==> src/rtl/alu_pkg.sv <==
// rtl/alu_pkg.sv - ALU control codes, aluop classes and funct constants shared by the issue stage
package alu_pkg;

  typedef logic [2:0] alu_ctrl_t;

  // ALU control codes consumed directly by the EX-stage ALU
  localparam alu_ctrl_t ALU_ADD = 3'b010;
  localparam alu_ctrl_t ALU_SUB = 3'b110;
  localparam alu_ctrl_t ALU_AND = 3'b000;
  localparam alu_ctrl_t ALU_OR  = 3'b001;
  localparam alu_ctrl_t ALU_SLT = 3'b111;
  localparam alu_ctrl_t ALU_X   = 3'b011;

  // A bubble is an add of 0+0 so the ALU reports zero=1 and a defined result
  localparam alu_ctrl_t ALU_BUBBLE = ALU_ADD;

  // Main-control op classes
  localparam logic [1:0] ALUOP_ADD   = 2'b00;
  localparam logic [1:0] ALUOP_SUB   = 2'b01;
  localparam logic [1:0] ALUOP_RTYPE = 2'b10;
  localparam logic [1:0] ALUOP_UNDEF = 2'b11;

  // R-type funct fields understood by the ALU
  localparam logic [5:0] FUNCT_ADD = 6'b100000;
  localparam logic [5:0] FUNCT_SUB = 6'b100010;
  localparam logic [5:0] FUNCT_AND = 6'b100100;
  localparam logic [5:0] FUNCT_OR  = 6'b100101;
  localparam logic [5:0] FUNCT_SLT = 6'b101010;

  function automatic logic is_undef(input alu_ctrl_t ctrl);
    return (ctrl == ALU_X);
  endfunction

endpackage

==> src/rtl/alu_ctrl_dec.sv <==
// rtl/alu_ctrl_dec.sv - combinational aluop/funct to ALU control decoder
module alu_ctrl_dec
  import alu_pkg::*;
(
  input  logic [1:0] aluop,
  input  logic [5:0] funct,
  output logic [2:0] alu_control
);

  // Map op class (and funct for R-type) to the ALU control code; unknowns map to ALU_X
  always_comb begin
    alu_control = ALU_X;
    case (aluop)
      ALUOP_ADD:   alu_control = ALU_ADD;
      ALUOP_SUB:   alu_control = ALU_SUB;
      ALUOP_RTYPE: begin
        case (funct)
          FUNCT_ADD: alu_control = ALU_ADD;
          FUNCT_SUB: alu_control = ALU_SUB;
          FUNCT_AND: alu_control = ALU_AND;
          FUNCT_OR:  alu_control = ALU_OR;
          FUNCT_SLT: alu_control = ALU_SLT;
          default:   alu_control = ALU_X;
        endcase
      end
      default:     alu_control = ALU_X;
    endcase
  end

endmodule

==> src/rtl/alu_issue_stage.sv <==
// rtl/alu_issue_stage.sv - ID/EX issue register for the ALU; optional operand forwarding under ALU_ISSUE_FWD_EN
module alu_issue_stage
  import alu_pkg::*;
#(
  parameter int WIDTH = 32,
  parameter int CNT_W = 32
) (
  input  logic             clk,
  input  logic             rst,
  input  logic             in_valid,
  input  logic [1:0]       aluop,
  input  logic [5:0]       funct,
  input  logic [WIDTH-1:0] rd1,
  input  logic [WIDTH-1:0] rd2,
  input  logic [WIDTH-1:0] imm,
  input  logic             alusrc,
  input  logic             stall,
  input  logic             flush,
  input  logic             illegal_clr,
`ifdef ALU_ISSUE_FWD_EN
  input  logic [4:0]       rs,
  input  logic [4:0]       rt,
  input  logic [4:0]       exmem_rd,
  input  logic             exmem_regwrite,
  input  logic [WIDTH-1:0] exmem_result,
`endif
  output logic             out_valid,
  output logic [WIDTH-1:0] alu_a,
  output logic [WIDTH-1:0] alu_b,
  output logic [2:0]       alu_control,
  output logic             illegal_op,
  output logic [CNT_W-1:0] issue_count
);

  logic [2:0]       dec_control;
  logic [WIDTH-1:0] op_a;
  logic [WIDTH-1:0] reg_b;
  logic [WIDTH-1:0] op_b;
  logic             accept;
  logic             illegal_set;

  alu_ctrl_dec u_dec (
    .aluop       (aluop),
    .funct       (funct),
    .alu_control (dec_control)
  );

`ifdef ALU_ISSUE_FWD_EN
  logic fwd_a;
  logic fwd_b;

  // Take the EX/MEM result when it writes the register being read; r0 is never forwarded
  always_comb begin
    fwd_a = exmem_regwrite && (exmem_rd != 5'd0) && (exmem_rd == rs);
    fwd_b = exmem_regwrite && (exmem_rd != 5'd0) && (exmem_rd == rt);
    op_a  = fwd_a ? exmem_result : rd1;
    reg_b = fwd_b ? exmem_result : rd2;
  end
`else
  // Operands come straight from the register file
  always_comb begin
    op_a  = rd1;
    reg_b = rd2;
  end
`endif

  // B mux: the immediate path bypasses forwarding entirely
  always_comb begin
    op_b        = alusrc ? imm : reg_b;
    accept      = !flush && !stall && in_valid;
    illegal_set = accept && is_undef(dec_control);
  end

  // Pipeline register: flush beats stall, stall beats accept, idle loads a bubble
  always_ff @(posedge clk or posedge rst) begin
    if (rst) begin
      out_valid   <= 1'b0;
      alu_a       <= '0;
      alu_b       <= '0;
      alu_control <= ALU_BUBBLE;
    end else if (flush) begin
      out_valid   <= 1'b0;
      alu_a       <= '0;
      alu_b       <= '0;
      alu_control <= ALU_BUBBLE;
    end else if (stall) begin
      out_valid   <= out_valid;
      alu_a       <= alu_a;
      alu_b       <= alu_b;
      alu_control <= alu_control;
    end else if (in_valid) begin
      out_valid   <= 1'b1;
      alu_a       <= op_a;
      alu_b       <= op_b;
      alu_control <= dec_control;
    end else begin
      out_valid   <= 1'b0;
      alu_a       <= '0;
      alu_b       <= '0;
      alu_control <= ALU_BUBBLE;
    end
  end

  // Sticky undefined-op flag; a new set in the same cycle overrides a clear
  always_ff @(posedge clk or posedge rst) begin
    if (rst) begin
      illegal_op <= 1'b0;
    end else if (illegal_set) begin
      illegal_op <= 1'b1;
    end else if (illegal_clr) begin
      illegal_op <= 1'b0;
    end
  end

  // Count accepted ops, wrapping silently
  always_ff @(posedge clk or posedge rst) begin
    if (rst) begin
      issue_count <= '0;
    end else if (accept) begin
      issue_count <= issue_count + CNT_W'(1);
    end
  end

endmodule

==> config.mk <==
export PLATFORM = sky130hd
export DESIGN_NAME = alu_issue_stage
export DESIGN_NICKNAME = d
export VERILOG_FILES = /design/src/rtl/alu_pkg.sv /design/src/rtl/alu_ctrl_dec.sv /design/src/rtl/alu_issue_stage.sv
export SDC_FILE = /design/constraint.sdc
export NUM_CORES = 1
export LEC_CHECK = 0
export CORE_MARGIN = 5
export CORE_UTILIZATION = 41
export DETAILED_ROUTE_END_ITERATION = 10
export PLACE_DENSITY = 0.87
export SLEW_MARGIN = 10
export SYNTH_ARGS = -nofsm -noshare
export SYNTH_HDL_FRONTEND = slang
export SYNTH_HIERARCHICAL = 1
export SYNTH_SLANG_ARGS = --single-unit
==> constraint.sdc <==
create_clock -name clk -period 4.4 [get_ports clk]
set_input_delay 0.88 -clock clk [delete_from_list [all_inputs] [get_ports clk]]
set_output_delay 0.88 -clock clk [all_outputs]
set_load 0.05 [all_outputs]
# --- After elaboration in Yosys (flattened, before gate mapping) ---
# Index checks and enable logic that the tools add are counted.
totals:
  out_inout_bits: 101
  regBits: 101
classes:
  n_mux: 17
  n_eq_ne: 9
  add_sub_neg: 1
  n_reduce_logical: 7
ops:
  columns: ["operator", "count"]
  rows:
  - ["32-bit 2-to-1 mux", 7]
  - ["32-bit by 1-bit adder with 32-bit output, second input constant", 1]
  - ["6-bit == test, second input constant", 5]
  - ["3-bit case mux with 5 select lines", 1]
  - ["3-bit 2-to-1 mux", 3]
  - ["3-bit case mux with 3 select lines", 1]
  - ["1-bit 2-to-1 mux", 5]
  - ["3-bit by 2-bit == test with 1-bit output, second input constant", 1]
  - ["1-bit logical AND", 3]
  - ["2-bit by 1-bit == test with 1-bit output, second input constant", 1]
  - ["2-bit == test, second input constant", 1]
  - ["1-bit logical NOT", 2]
  - ["2-bit logical NOT", 1]
  - ["2-bit by 1-bit != test with 1-bit output, second input constant", 1]
  - ["2-bit nonzero test", 1]

# --- Logic depth before layout (Yosys ltp) ---
depth:
  depth_word: 6
  depth_mapped: 6
  mapped_depth_nobuf: 5

# --- Modules after synthesis ---
# The synthesis kept the hierarchy.
modules_own_cells:
  columns: ["module", "instances", "cells_each", "area_per_inst_um2"]
  rows:
  - ["alu_issue_stage", 1, 362, 4342.9]
  - ["alu_ctrl_dec", 1, 8, 66.3]

# --- Least setup slack after synthesis ---
# No wires, ideal clock.
synth_path:
  kind: "register -> register"
  start: "register issue_count[0]"
  end: "register issue_count[16]"
  slack_ns: 2.360
  path_stages_with_launch: 6
  setup_ns: 0.143
  n_path_buf: 0
  period_less_slack_ns: 2.040
  required_time_ns: 4.257
  arrival_ns: 1.897
  cell_sequence: "dfrtp_1 ha_1 nand4bb_1 nor4_4 nand4_1 xnor2_1"
synth_via:
  elab_chain_len: 1
synth_lines:
  columns: ["item", "line", "source"]
  rows:
  - ["start: declaration", "alu_issue_stage.sv:32", "output logic [CNT_W-1:0] issue_count"]
  - ["start signal: assignment", "alu_issue_stage.sv:120", "issue_count <= issue_count + CNT_W'(1);"]
  - ["32-bit by 1-bit adder with 32-bit output", "alu_issue_stage.sv:120", null]
# Every way passes these cells.
# A chain may end at the register's enable or synchronous reset.

# --- Worst setup path in the final report ---
layout_path:
  start: "input port flush"
  end: "register issue_count[13]"
layout_via:
  elab_chain_len: 3
layout_lines:
  columns: ["item", "line", "source"]
  rows:
  - ["start: declaration", "alu_issue_stage.sv:18", "input logic flush,"]
  - ["1-bit logical NOT", "alu_issue_stage.sv:70", "accept = !flush && !stall && in_valid;"]
  - ["1-bit logical AND (2 in a row)", "alu_issue_stage.sv:70", null]
# Every way passes these cells.

==> impl_results.md <==
* Average vias per placed instance at 5.197
* Final worst-path cycle share at 61.89%
* Count of boundary I/O pins at 212
* Insertion delay to the later sink of the worst-skew pair at 0.36 ns
* Post-route DRC at 0
* Most frequent cells after synthesis: 100 x dfrtp_1, 44 x nand2_1, 34 x a22o_1
* First-pass GRT wire length at 20,150 um
* Yosys top cell area share at 56.75%
* Clk network pwr share at 30.8%
* CP Launch Point: flush
* Delay of the slowest critical-path stage at 0.54 ns
* Fraction of the yosys area taken by sequential cells at 57.35%
* Routed Antenna Nets at 0
* Detailed-routing iteration count for the pre-antenna-repair pass at 5
* Core occupancy in the finished layout at 65.90%
* Maximum ir drop on the vdd rail at 0.2558 mV
* Switching part of the total at 30.44%
* CTS sink cnt at 101
* Worst setup slack for register-to-register paths at 2.32 ns
* Flip-flop and latch count after synthesis at 101
* Switch Pwr at 0.6592 mW
* Ys Warns at 6
* Relative contribution of combinational cells to total power at 21.9%
* Setup slack after layout at 1.677 ns
* Die height at 113.7 um
* Count of hold-fix buffers inserted at cts at 0
* Final #Nets at 686
* Global-route usage over all layers at 19.54%
* Bufs on Longest Clock Path at 2
* Path category of the worst min-delay check: flip-flop to flip-flop
* Synthesized area divided by synthesized cell count at 11.92 sq um
* RSZ-0062 raised after global routing: no
* Core footprint at 0.01042 sq mm
* Signal arrival time at the worst endpoint at 3.00 ns
* Antenna violations before repair at 0
* Proportion of layout cells with a drive suffix above 1 at 6.218%
* End of the critical path: issue_count[13]
* Total CTS buffers at 9
* Number of H-tree levels at 3
* Count of flip-flops with a built-in enable after synthesis at 0
* Detailed Route WL at 12,730 um
* Summed negative setup slack over all endpoints at 0 ns
* Path depth of the worst reg2reg path at 5
* Area added between synthesis and finish at 55.68%
* Reg-to-Reg Start: issue_count[0]
* Pre-CTS setup slack at 1.360 ns
* ANT cells at 0
* Power density over the cells at 315.5 mW/mm^2
* Net count of the mapped netlist at 482
* Dominant register cell in the synthesized netlist: dfrtp_1
* CTS tree: built
* Number of max-cap violations at 0
* Max Slew Vio Count at 0
* Final Wtd Congestion at 0.8356
* Largest net degree at the start of global routing at 83
* Ys async rst share at 100.0%
* Vias in the first global route at 3,893
* Die span in x at 113.7 um
* Maximum clock frequency at 367.2 MHz
* Final setup fails at 0
* Outcome: complete, no violations
* Critical R2R Capture: issue_count[30]
* Standard-cell rows at 37
* Remaining max-slew budget at the tightest pin at 34.96%
* Dominant cells by area after synthesis: dfrtp_1 57%, mux2i_1 7.3%, a22o_1 6.8%, xnor2_1 4.6%, nand2_1 3.7%
* Clock root buffer master: clkbuf_8
* Sequential Power Share at 47.4%
* Element type at the critical path end: flip-flop
* Actual transition at the worst max-transition pin at 0.9755 ns
* Data required, critical path at 4.68 ns
* Maximum fanout along the worst path at 41
* Summed area of non-filler cells in the final layout at 0.006864 sq mm
* WL per Instance at 17.81 um
* Via count at 3,716
* Critical path startpoint category: input pin
* Top cell type by total area after synthesis: dfrtp_1
* Count of input and output buffers at 211
* DP Area at 0.006633 sq mm
* Final period demand of the worst path at 2.723 ns
* Most common cell in the synthesized netlist: dfrtp_1
* Worst Setup Path Type: input pin to flip-flop
* Static leakage power at 3.027 nW
* Number of different library cells in the post-synthesis netlist at 37
* Resized Gates After CTS at 0
* HPWL after detailed placement at 9591 um
* Post-Route Skew at 0.007951 ns
* Critical-path cell list: clkdlybuf4s50_1 > nor3b_4 > buf_4 > nand4_2 > nor3_1 > xor2_1
* Starting density of the core at 42.33%
* Die Outline Area at 0.01293 sq mm
* Post-synth design cell area at 0.004409 sq mm
* Post-CTS Setup Inserts at 0
* Overflow after GRT at 0
* Cell Int Power at 1.506 mW
* Initial DRC Count at 162
* Gate count after technology mapping at 370
* Cell type of the slowest stage on the worst timing path: clkdlybuf4s50_1
* Final Hold Violating Endpoints at 0
* Clock-pin slew reported for the worst setup and hold paths after clock tree synthesis at 0.10 ns
how the worst min path moves through the flow:
| stage | from | endpoint | slack [ns] | cells past startpoint |
|---|---|---|---|---|
| after detailed placement | alu_control[1] | alu_control[1] | 0.46 | 2 |
| final | alu_control[1] | alu_control[1] | 0.47 | 2 |
| after floorplan | alu_control[1] | alu_control[1] | 0.57 | 2 |
| after global routing | alu_control[1] | alu_control[1] | 0.50 | 2 |
| after CTS | alu_control[1] | alu_control[1] | 0.47 | 2 |
| after global placement | alu_control[1] | alu_control[1] | 0.45 | 2 |
registers in the layout (all words and copies together) (netlist names):
register	flops
alu_a	32
alu_b	32
issue_count	32
alu_control	3
illegal_op	1
out_valid	1
layout by cell type (no fill, tap or decap), types with 4 or more instances in the layout:
cell and count:
clkdlybuf4s50_1 210, dfrtp_1 100, nand2_1 44, a22o_1 34, mux2i_1 32, o21ai_0 32, xnor2_1 23, nand3_1 12
nand4_1 12, clkbuf_8 9, xor2_1 8, inv_1 6, nor2_1 6, nor4_2 5, and3_1 4
layout make-up:
class,count,area (sq um)
fill,784,3552
sequential,101,2529
timing repair buffer,214,2130
multi-input combinational,241,1775
tap,136,170.2
clock buffer,9,123.9
clock inverter,7,107.6
inverter,7,28.78
cells by family (layout without fill, tap and decap cells):
logic type | after synthesis | count (layout) | synth area share, %
compound gates | 71 | 71 | 11.21
xor+xnor | 31 | 31 | 6.158
fa+ha+maj | 1 | 1 | 0.2837
buf+inv | 28 | 237 | 2.696
flops | 101 | 101 | 57.35
mux | 32 | 32 | 7.265
simple gates | 106 | 106 | 15.04
layer usage:
metal | part of all wire [%] | wire length, um | vias up | GRT usage [%]
li1 | - | - | 1741 | -
met1 | 39 | 4942 | 1794 | 23.89
met2 | 50 | 6418 | 161 | 32.90
met3 | 8.6 | 1090 | 20 | 5.570
met4 | 2.2 | 282 | 0 | 7.212
met5 | 0 | 0 | - | 0
power groups by stage:
stage | logic, mW | clock network, mW | registers [mW]
floorplan | 0.103 | 0 | 1.18
global placement | 0.470 | 0 | 1.04
detailed placement | 0.477 | 0 | 1.04
CTS | 0.478 | 0.684 | 1.02
global route | 0.502 | 0.718 | 1.03
finish | 0.473 | 0.666 | 1.03
through the flow:
step,power [mW],hold slack [ns],std cells
2_1_floorplan,1.287,0.5694,370
3_3_place_gp,1.510,0.4486,699
3_5_place_dp,1.520,0.4554,699
4_1_cts,2.187,0.4735,715
5_1_grt,2.254,0.5005,715
6_report,2.165,0.4749,715
critical path: cells and delay by family:
kind | cells | cell delay, ns
buffers and inverters | 2 | 0.95
AND/OR/NAND/NOR | 3 | 0.94
XOR/XNOR | 1 | 0.19
Note: power is estimated with default switching activity, not from simulation.
